==> config.mk <==
export PLATFORM = sky130hd
export DESIGN_NAME = id_scoreboard
export DESIGN_NICKNAME = d
export VERILOG_FILES = /design/src/rtl/rv_pkg.sv /design/src/rtl/sb_counter.sv /design/src/rtl/id_scoreboard.sv
export SDC_FILE = /design/constraint.sdc
export NUM_CORES = 1
export LEC_CHECK = 0
export CAP_MARGIN = 5
export CORE_MARGIN = 10
export CORE_UTILIZATION = 50
export CTS_BUF_LIST = sky130_fd_sc_hd__clkbuf_4
export CTS_CLUSTER_DIAMETER = 150
export DETAILED_ROUTE_END_ITERATION = 16
export PLACE_DENSITY = 0.71
export SLEW_MARGIN = 0
export SYNTH_ARGS = -nofsm -noshare
export SYNTH_HDL_FRONTEND = slang
export SYNTH_HIERARCHICAL = 1
export SYNTH_SLANG_ARGS = --single-unit
==> constraint.sdc <==
create_clock -name clk -period 8.95 [get_ports clk]
set_clock_uncertainty 0.2 [all_clocks]
set_input_delay 2.685 -clock clk [delete_from_list [all_inputs] [get_ports clk]]
set_output_delay 2.685 -clock clk [all_outputs]
set_load 0.03 [all_outputs]
==> src/rtl/rv_pkg.sv <==
// rv_pkg: register-file geometry shared by the decode-stage blocks.
//   REG_W      - architectural register address width
//   NUM_REGS   - number of architectural registers (x0 included)
//   reg_addr_t - register address type
package rv_pkg;

    localparam int unsigned REG_W    = 5;
    localparam int unsigned NUM_REGS = 32;

    typedef logic [REG_W-1:0] reg_addr_t;

endpackage

==> src/rtl/sb_counter.sv <==
// sb_counter: pending-write counter for one architectural register.
// Counts up on an issued write and down on writebacks/kills (up to two
// retires per cycle). The result is clamped to 0..MAX_CNT.
// Ports:
//   clk, reset    - clock, synchronous active-high reset
//   inc           - one new pending write this cycle
//   dec[1:0]      - number of retires this cycle (0..2)
//   cnt           - current count
//   is_zero       - count is zero
module sb_counter #(
    parameter int unsigned MAX_CNT = 3,
    parameter int unsigned CNT_W   = $clog2(MAX_CNT + 1)
) (
    input  logic             clk,
    input  logic             reset,
    input  logic             inc,
    input  logic [1:0]       dec,
    output logic [CNT_W-1:0] cnt,
    output logic             is_zero
);

    localparam logic [CNT_W:0] MAX_V = (CNT_W + 1)'(MAX_CNT);

    logic [CNT_W-1:0] r_cnt;
    logic [CNT_W:0]   w_sum;
    logic [CNT_W:0]   w_dec;
    logic [CNT_W:0]   w_diff;
    logic [CNT_W:0]   w_next;

    assign w_sum  = {1'b0, r_cnt} + {{CNT_W{1'b0}}, inc};
    assign w_diff = w_sum - w_dec;

    always_comb begin
        w_dec      = '0;
        w_dec[1:0] = dec;
    end

    always_comb begin
        w_next = w_diff;
        if (w_dec > w_sum) begin
            w_next = '0;
        end else if (w_diff > MAX_V) begin
            w_next = MAX_V;
        end
    end

    always_ff @(posedge clk) begin
        if (reset) begin
            r_cnt <= '0;
        end else begin
            r_cnt <= w_next[CNT_W-1:0];
        end
    end

    // Retiring more writes than are pending is a protocol error upstream.
    a_no_underflow: assert property (@(posedge clk) disable iff (reset) w_dec <= w_sum);

    assign cnt     = r_cnt;
    assign is_zero = (r_cnt == '0);

endmodule

==> src/rtl/id_scoreboard.sv <==
// id_scoreboard: register-hazard scoreboard and issue controller for ID.
// Tracks in-flight register writes per register (x1..x31) and stalls a
// decoded instruction on a RAW hazard against a pending write or when its
// destination counter is already full.
// Optional feature macro: SCOREBOARD_BYPASS_EN - a source whose last pending
// write is being written back this cycle is not treated as a hazard (relies
// on regfile write-through or a forward path).
// Ports:
//   clk, reset          - clock, synchronous active-high reset
//   id_valid            - ID holds a decoded instruction
//   ra1, ra2, use1, use2- source addresses and their read enables
//   we3_out, wa3_out    - destination write enable/address of the ID instr
//   ex_ready            - downstream accepts an instruction this cycle
//   we3_in, wa3_in      - regfile writeback enable/address
//   kill_valid, kill_wa - squashed writing instruction and its destination
//   stall               - hold IF/ID
//   issue               - ID instruction advances
//   busy                - any write is pending
module id_scoreboard
    import rv_pkg::*;
#(
    parameter int unsigned MAX_INFLIGHT = 3
) (
    input  logic             clk,
    input  logic             reset,
    input  logic             id_valid,
    input  logic [REG_W-1:0] ra1,
    input  logic [REG_W-1:0] ra2,
    input  logic             use1,
    input  logic             use2,
    input  logic             we3_out,
    input  logic [REG_W-1:0] wa3_out,
    input  logic             ex_ready,
    input  logic             we3_in,
    input  logic [REG_W-1:0] wa3_in,
    input  logic             kill_valid,
    input  logic [REG_W-1:0] kill_wa,
    output logic             stall,
    output logic             issue,
    output logic             busy
);

    localparam int unsigned CNT_W = $clog2(MAX_INFLIGHT + 1);

    typedef logic [CNT_W-1:0] pend_cnt_t;

    localparam pend_cnt_t PEND_MAX = pend_cnt_t'(MAX_INFLIGHT);
    localparam pend_cnt_t PEND_ONE = pend_cnt_t'(1);

    pend_cnt_t w_pend [NUM_REGS];
    logic      w_zero [1:NUM_REGS-1];
    logic      w_issue;
    logic      w_raw;
    logic      w_cap;
    logic      w_res1;
    logic      w_res2;
    pend_cnt_t w_p1;
    pend_cnt_t w_p2;
    pend_cnt_t w_pw;

    // x0 is never tracked; its entry reads as permanently empty.
    assign w_pend[0] = '0;

    for (genvar g = 1; g < NUM_REGS; g++) begin : g_cnt
        logic       w_inc;
        logic [1:0] w_dec;

        assign w_inc = w_issue && we3_out && (wa3_out == reg_addr_t'(g));
        assign w_dec = {1'b0, we3_in && (wa3_in == reg_addr_t'(g))}
                     + {1'b0, kill_valid && (kill_wa == reg_addr_t'(g))};

        sb_counter #(
            .MAX_CNT (MAX_INFLIGHT),
            .CNT_W   (CNT_W)
        ) u_cnt (
            .clk     (clk),
            .reset   (reset),
            .inc     (w_inc),
            .dec     (w_dec),
            .cnt     (w_pend[g]),
            .is_zero (w_zero[g])
        );
    end

    assign w_p1 = w_pend[ra1];
    assign w_p2 = w_pend[ra2];
    assign w_pw = w_pend[wa3_out];

`ifdef SCOREBOARD_BYPASS_EN
    // Only the last outstanding write may be bypassed; an older one still
    // leaves a younger write pending.
    assign w_res1 = we3_in && (wa3_in == ra1) && (w_p1 == PEND_ONE);
    assign w_res2 = we3_in && (wa3_in == ra2) && (w_p2 == PEND_ONE);
`else
    assign w_res1 = 1'b0;
    assign w_res2 = 1'b0;
`endif

    assign w_raw = (use1 && (w_p1 != '0) && !w_res1)
                || (use2 && (w_p2 != '0) && !w_res2);

    assign w_cap = we3_out && (wa3_out != '0) && (w_pw == PEND_MAX);

    assign w_issue = id_valid && ex_ready && !w_raw && !w_cap && !reset;

    assign issue = w_issue;
    assign stall = id_valid && !w_issue;

    always_comb begin
        busy = 1'b0;
        for (int unsigned i = 1; i < NUM_REGS; i++) begin
            busy = busy | !w_zero[i];
        end
    end

endmodule

Word-level counts from Yosys, hierarchy flattened
Index checks and enable logic that the tools add are counted.
{ "totals": {"register_bits": 62, "input_bits": 34, "out_inout_bits": 3, "wordCells": 560} }
{ "classes": {"add_sub_neg": 93, "magnitude_cmp": 65, "eq_ne": 94, "muxes": 40, "bitwise": 33, "n_reduce_logical": 204} }
{ "ops": {"columns": ["cell", "n"], "rows": [
  ["equality test 5 bit, second input constant", 48],
  ["equality test 5 x 4 -> 1 bit, second input constant", 24],
  ["logical AND 1 bit", 103],
  ["adder 2 x 1 -> 3 bit", 31],
  ["greater-than comparator 2 x 3 -> 1 bit", 31],
  ["greater-than comparator 3 x 2 -> 1 bit, second input constant", 31],
  ["subtractor 3 x 2 -> 3 bit", 31],
  ["2-to-1 mux 2 bit", 37],
  ["adder 1 x 1 -> 2 bit", 31],
  ["logical NOT 2 bit", 31],
  ["OR reduction 2 bit", 31],
  ["equality test 5 x 3 -> 1 bit, second input constant", 12],
  ["logical NOT 1 bit", 35],
  ["binary-select mux 2 bit (select 5 bit)", 3],
  ["equality test 5 x 2 -> 1 bit, second input constant", 6],
  ["bitwise OR 1 bit", 30],
  [">= comparator 6 bit, second input constant", 3],
  ["NOT 5 -> 6 bit", 3],
  ["equality test 5 x 1 -> 1 bit, second input constant", 3],
  ["nonzero test 5 bit", 1],
  ["nonzero test 2 bit", 2],
  ["equality test 2 bit, second input constant", 1],
  ["logical OR 1 bit", 1]
]} }

Logic depth before layout (Yosys ltp)
{ "logic_depth": {"word_depth": 32, "depth_mapped": 16, "mapped_depth_nobuf": 12} }

Cells and area by module
The synthesis kept the hierarchy.
{ "modules_own_cells": {"columns": ["mod", "n_inst", "cells_each", "area_each_um2", "seq_area_each_um2"], "rows": [
  ["sb_counter", 31, 16, 168.9, 40.0],
  ["id_scoreboard", 1, 439, 2802.7, 0.0]
]} }

Worst setup path before layout
OpenSTA, ideal clock, no wires.
{ "synth_timing": {"path_type": "input -> output", "from": "input ra2[1]", "to": "output issue", "t_arrival_ns": 4.994, "required_time_ns": 6.065, "path_slack_ns": 1.071, "path_stages": 8, "n_path_buf": 2, "cell_sequence": "or4_1 -> o311a_1 -> a22o_1 -> o311a_1 -> or4_1 -> buf_6 -> buf_12 -> nor2_1"} }
{ "synth_between": {"elab_chain_len": 11} }
{ "synth_rtl": {"columns": ["element", "line", "rtl"], "rows": [
  ["from (decl)", "id_scoreboard.sv:28", "input logic [REG_W-1:0] ra2,"],
  ["NOT 5 -> 6 bit (not written as such)", "id_scoreboard.sv:86", "assign w_p2 = w_pend[ra2];"],
  ["binary-select mux 2 bit (select 5 bit)", "id_scoreboard.sv:86", null],
  ["2-to-1 mux 2 bit (not written as such) (2 in series)", "id_scoreboard.sv:86", null],
  ["nonzero test 2 bit", "id_scoreboard.sv:100", "|| (use2 && (w_p2 != '0) && !w_res2);"],
  ["logical AND 1 bit", "id_scoreboard.sv:100", null],
  ["logical OR 1 bit", "id_scoreboard.sv:100", null],
  ["logical NOT 1 bit", "id_scoreboard.sv:104", "assign w_issue = id_valid && ex_ready && !w_raw && !w_cap && !reset;"],
  ["logical AND 1 bit (3 in series)", "id_scoreboard.sv:104", null],
  ["to (decl)", "id_scoreboard.sv:39", "output logic issue,"]
]} }
Every way passes these cells. The select of a mux whose other input is x is not followed.

Worst setup path in the final report
{ "layout_timing": {"from": "input ra2[2]", "to": "output stall"} }
{ "layout_between": {"elab_chain_len": 13} }
{ "layout_rtl": {"columns": ["element", "line", "rtl"], "rows": [
  ["NOT 5 -> 6 bit (not written as such)", "id_scoreboard.sv:86", null],
  ["binary-select mux 2 bit (select 5 bit)", "id_scoreboard.sv:86", null],
  ["2-to-1 mux 2 bit (not written as such) (2 in series)", "id_scoreboard.sv:86", null],
  ["nonzero test 2 bit", "id_scoreboard.sv:100", null],
  ["logical AND 1 bit", "id_scoreboard.sv:100", null],
  ["logical OR 1 bit", "id_scoreboard.sv:100", null],
  ["logical NOT 1 bit", "id_scoreboard.sv:104", null],
  ["logical AND 1 bit (3 in series)", "id_scoreboard.sv:104", null],
  ["logical NOT 1 bit", "id_scoreboard.sv:107", "assign stall = id_valid && !w_issue;"],
  ["logical AND 1 bit", "id_scoreboard.sv:107", null],
  ["to (decl)", "id_scoreboard.sv:38", "output logic stall,"]
]} }
Every way passes these cells. The select of a mux whose other input is x is not followed.

==> results by stage <==
Critical path:
- STA puts the critical path data required time at 6.07 ns.
- The largest fanout on the critical path is 11.
- STA classifies the critical path endpoint as an output port.
- The endpoint arrival time on the critical path is 5.89 ns.
- The type of element launching the critical path is an input pin.
- The critical path is of the input pin to output port type.

Placement:
- The wire-length estimate of the detail-placed layout is 17320 um.
- The number of I/O port buffers is 36.
- The worst-case setup slack after placement is 0.2137 ns.
- The post-placement cell count is 1168.
- Routability-driven placement finished with a final weighted congestion of 0.9444.

Clock network:
- The H-tree depth is 3.
- No sink is reached through more buffers than the 2 on the longest clock path.
- Clock-pin slew was measured on the worst setup and hold paths at 0.13 ns.
- CTS saw 62 sinks.
- The clock root buffer master is clkbuf_4.
- The post-CTS setup repair buffer count is 0.
- The insertion delay of the later-clocked pin in the worst-skew pair is 0.49 ns.
- The number of CTS-inserted buffers is 9.
- Hold repair after CTS inserted 0 buffers.
- The number of gates resized after cts is 0.
- The CTS tree is done.

Synthesis:
- In this run the mean area of a mapped cell was 8.598 sq um.
- The prevailing post-synth register cell is dfxtp_1.
- The dominant cell type by area after synthesis is ha_1.
- In this run, synthesis produced a sequential element count of 62.
- The synthesized area is 8039 sq um.
- The top cell type by area accounts for 19.30% of the synthesized area.
- The share of synthesized flip-flops with an asynchronous set or reset is 0%.
- The net count of the mapped netlist is 1155.
- The cell count after synthesis came out at 935.
- In the post-synthesis netlist, the biggest area contributors are ha_1 (19%), dfxtp_1 (15%), fa_1 (15%).
- Yosys printed 6 warnings.
- Sequential elements use 15.44% of the synthesized area.
- The number of enable flip-flop cells after synthesis is 0.
- The netlist uses 57 different library cells.

Final layout:
- The combined flip-flop and latch cell area is 1241 sq um.
- The net total in the final layout is 1183.
- The register with the most flip-flops in the layout has 62 of them.
- The signed area change from the synthesized netlist to the final layout is 9.058%.
- After filler insertion, the fill cell instance count of the layout stands at 1487.
- The filler-free cell count of the finished design is 1185.
- In the final layout, the multi-input gates occupy 6153 sq um.
- The share of post-route cells with drive strength above 1 is 8.058%.

STA:
- The max-slew violation count was 0.
- For the pin with the worst max-slew slack, the measured transition is 0.7428 ns.
- Headroom to the max-slew limit came out at 50.48%.
- After routing, the total negative slack on setup checks comes to 0 ns.
- The final hold violation count is 0.
- Counting I/O delays and the setup requirement, the final critical path takes 8.775 ns.
- Across all setup checks in the final design, the least slack found is 0.1752 ns.
- The highest attainable clock frequency is 114.0 MHz.
- The post-route fraction of the period consumed by the critical path is 98.04%.
- Setup repair after global routing left no endpoint under its margin.
- The number of setup violations in the final report is 0.

Drt:
- The DRC violation count after routing is 0.
- In the routed layout, each cell is associated on average with a via count of 5.861.
- The routed via count is 6945.
- The first detailed-routing pass ran for 6 iterations.
- The number of DRC markers in iteration 0 is 709.
- The routed design has 21620 um of wire.
- After detailed routing, the average wire length per cell comes to 18.24 um.
- The post-detailed-route count of antenna-violating nets is 0.

Die:
- The starting density of the core is 50.79%.
- The horizontal die dimension is 146.8 um.
- In this run the count of I/O pins placed on the die edge is 37.
- The region available for standard cell placement spans 15830 sq um.
- The floorplan die area is 21550 sq um.
- The height of the die is 146.8 um.
- The floorplan has 46 rows.

Power:
- Dividing total power by cell area gives a power density of 86.49 nW/um^2.
- The leakage power summed over all cells is 3.400 nW.
- Across the VDD grid, the largest voltage drop is 0.05240 mV.

GRT:
- The first global-routing pass estimated 35880 um of wire.
- Entering global routing, the biggest net connects 63 pins.
- The via count of the first global-routing pass is 6926.
- The number of antenna violations at the first check in global routing was 1.
- The leftover overflow at the end of global routing is 0.
- The overall global routing resource usage is 20.54%.

Run:
- The tool flagged a number of max-cap violations equal to 0.

Worst hold path:
- The min-delay analysis places its worst path in the category register to register.

Run status:
- The run finished with clean final reports.
-- synthesized netlist by cell type, types with 6 or more instances --
cell type / count
buf_2: 8
o21ai_0: 18
o31a_1: 31
nor2_1: 117
fa_1: 62
mux4_2: 6
dfxtp_1: 62
mux2_2: 8
nor2b_1: 9
nor4_1: 6
clkbuf_1: 16
nand2_1: 59
nand2b_1: 14
inv_1: 130
a211oi_1: 66
nand3_1: 17
a21oi_1: 10
nor3_2: 28
ha_1: 124
nor3b_1: 10
nand4_1: 10
xnor2_1: 31
nor3_1: 36
-- final cells by class --
class,instances,share of cell area (%)
antenna,1,0.02854
clock buffer,10,0.8563
sequential,62,14.16
tap,216,3.083
multi-input combinational,711,70.19
clock inverter,6,0.9847
timing repair buffer,49,5.138
inverter,130,5.566
-- placed cells by master (no fill, tap or decap), types with 2 or more instances in the layout --
cell,n
o311ai_0,3
inv_1,130
o2111ai_1,3
a311oi_1,3
nand2_1,59
ha_1,124
clkdlybuf4s50_1,34
fa_1,62
mux2_2,8
nand3b_1,3
o21ai_0,18
a211oi_1,66
xnor2_1,31
dfxtp_1,62
nand4b_1,2
nor2b_1,9
nor2_1,117
or2_2,2
nand4_1,10
a21oi_1,10
mux4_2,6
o311a_1,2
clkinvlp_4,3
bufinv_16,2
nor3_1,36
buf_4,14
nand3_1,17
nand2b_1,14
o31a_1,31
o211ai_1,2
nor4_1,6
and3_1,2
mux2i_1,2
nor3b_1,10
clkbuf_4,10
a32oi_1,4
nor3_2,28
-- where the power goes --
group,total (mW),internal (mW),leakage [nW],switching [mW]
sequential,0.316,0.290,0.503,0.0260
combinational,0.199,0.0857,2.82,0.114
clock,0.243,0.115,0.0763,0.128
total,0.758,0.490,3.40,0.268
-- critical path, stage by stage --
cell             delay, ns
clkdlybuf4s50_1       0.58
or4_1                 0.47
o311a_1               0.12
a22o_1                0.19
o311a_1               0.35
or4_2                 0.69
o21a_1                0.21
clkdlybuf4s50_1       0.59
-- kinds of logic after synthesis --
group,synth area share (%)
simple gates,20.54
fa+ha+maj,34.74
buf+inv,8.265
compound gates,14.58
flops,15.44
xor+xnor,3.377
mux,3.051
-- per-stage QoR --
stage	power (mW)	hold WS (ns)	area, sq um	util (%)
floorplan	0.4443	0.5741	8039	-
global placement	0.5135	0.6258	8603	54.36
detailed placement	0.5171	0.6368	8603	54.36
CTS	0.7613	0.6541	8765	55.38
global route	0.7995	0.7355	8767	55.39
finish	0.7582	0.6470	8767	55.39
-- layer usage --
metal	wire length [um]	part of all wire, %	vias up	track usage (%)
met5	0	0	-	0
met4	320	1.5	0	5.506
met3	1897	8.8	32	4.914
met2	9465	44	273	31.36
met1	9934	46	3315	28.33
li1	-	-	3325	-
-- path summary, 6_finish.rpt --
check | slack, ns | end | start | depth (start not counted)
hold / removal | 0.65 | g_cnt[10].u_cnt/cnt[1] | g_cnt[10].u_cnt/cnt[1] | 4
hold reg to reg | 0.65 | g_cnt[10].u_cnt/cnt[1] | g_cnt[10].u_cnt/cnt[1] | 4
setup / recovery | 0.18 | stall | ra2[2] | 8
setup reg to reg | 4.40 | g_cnt[16].u_cnt/cnt[1] | g_cnt[16].u_cnt/cnt[0] | 12
No activity file was read; power rests on OpenSTA's default activity.
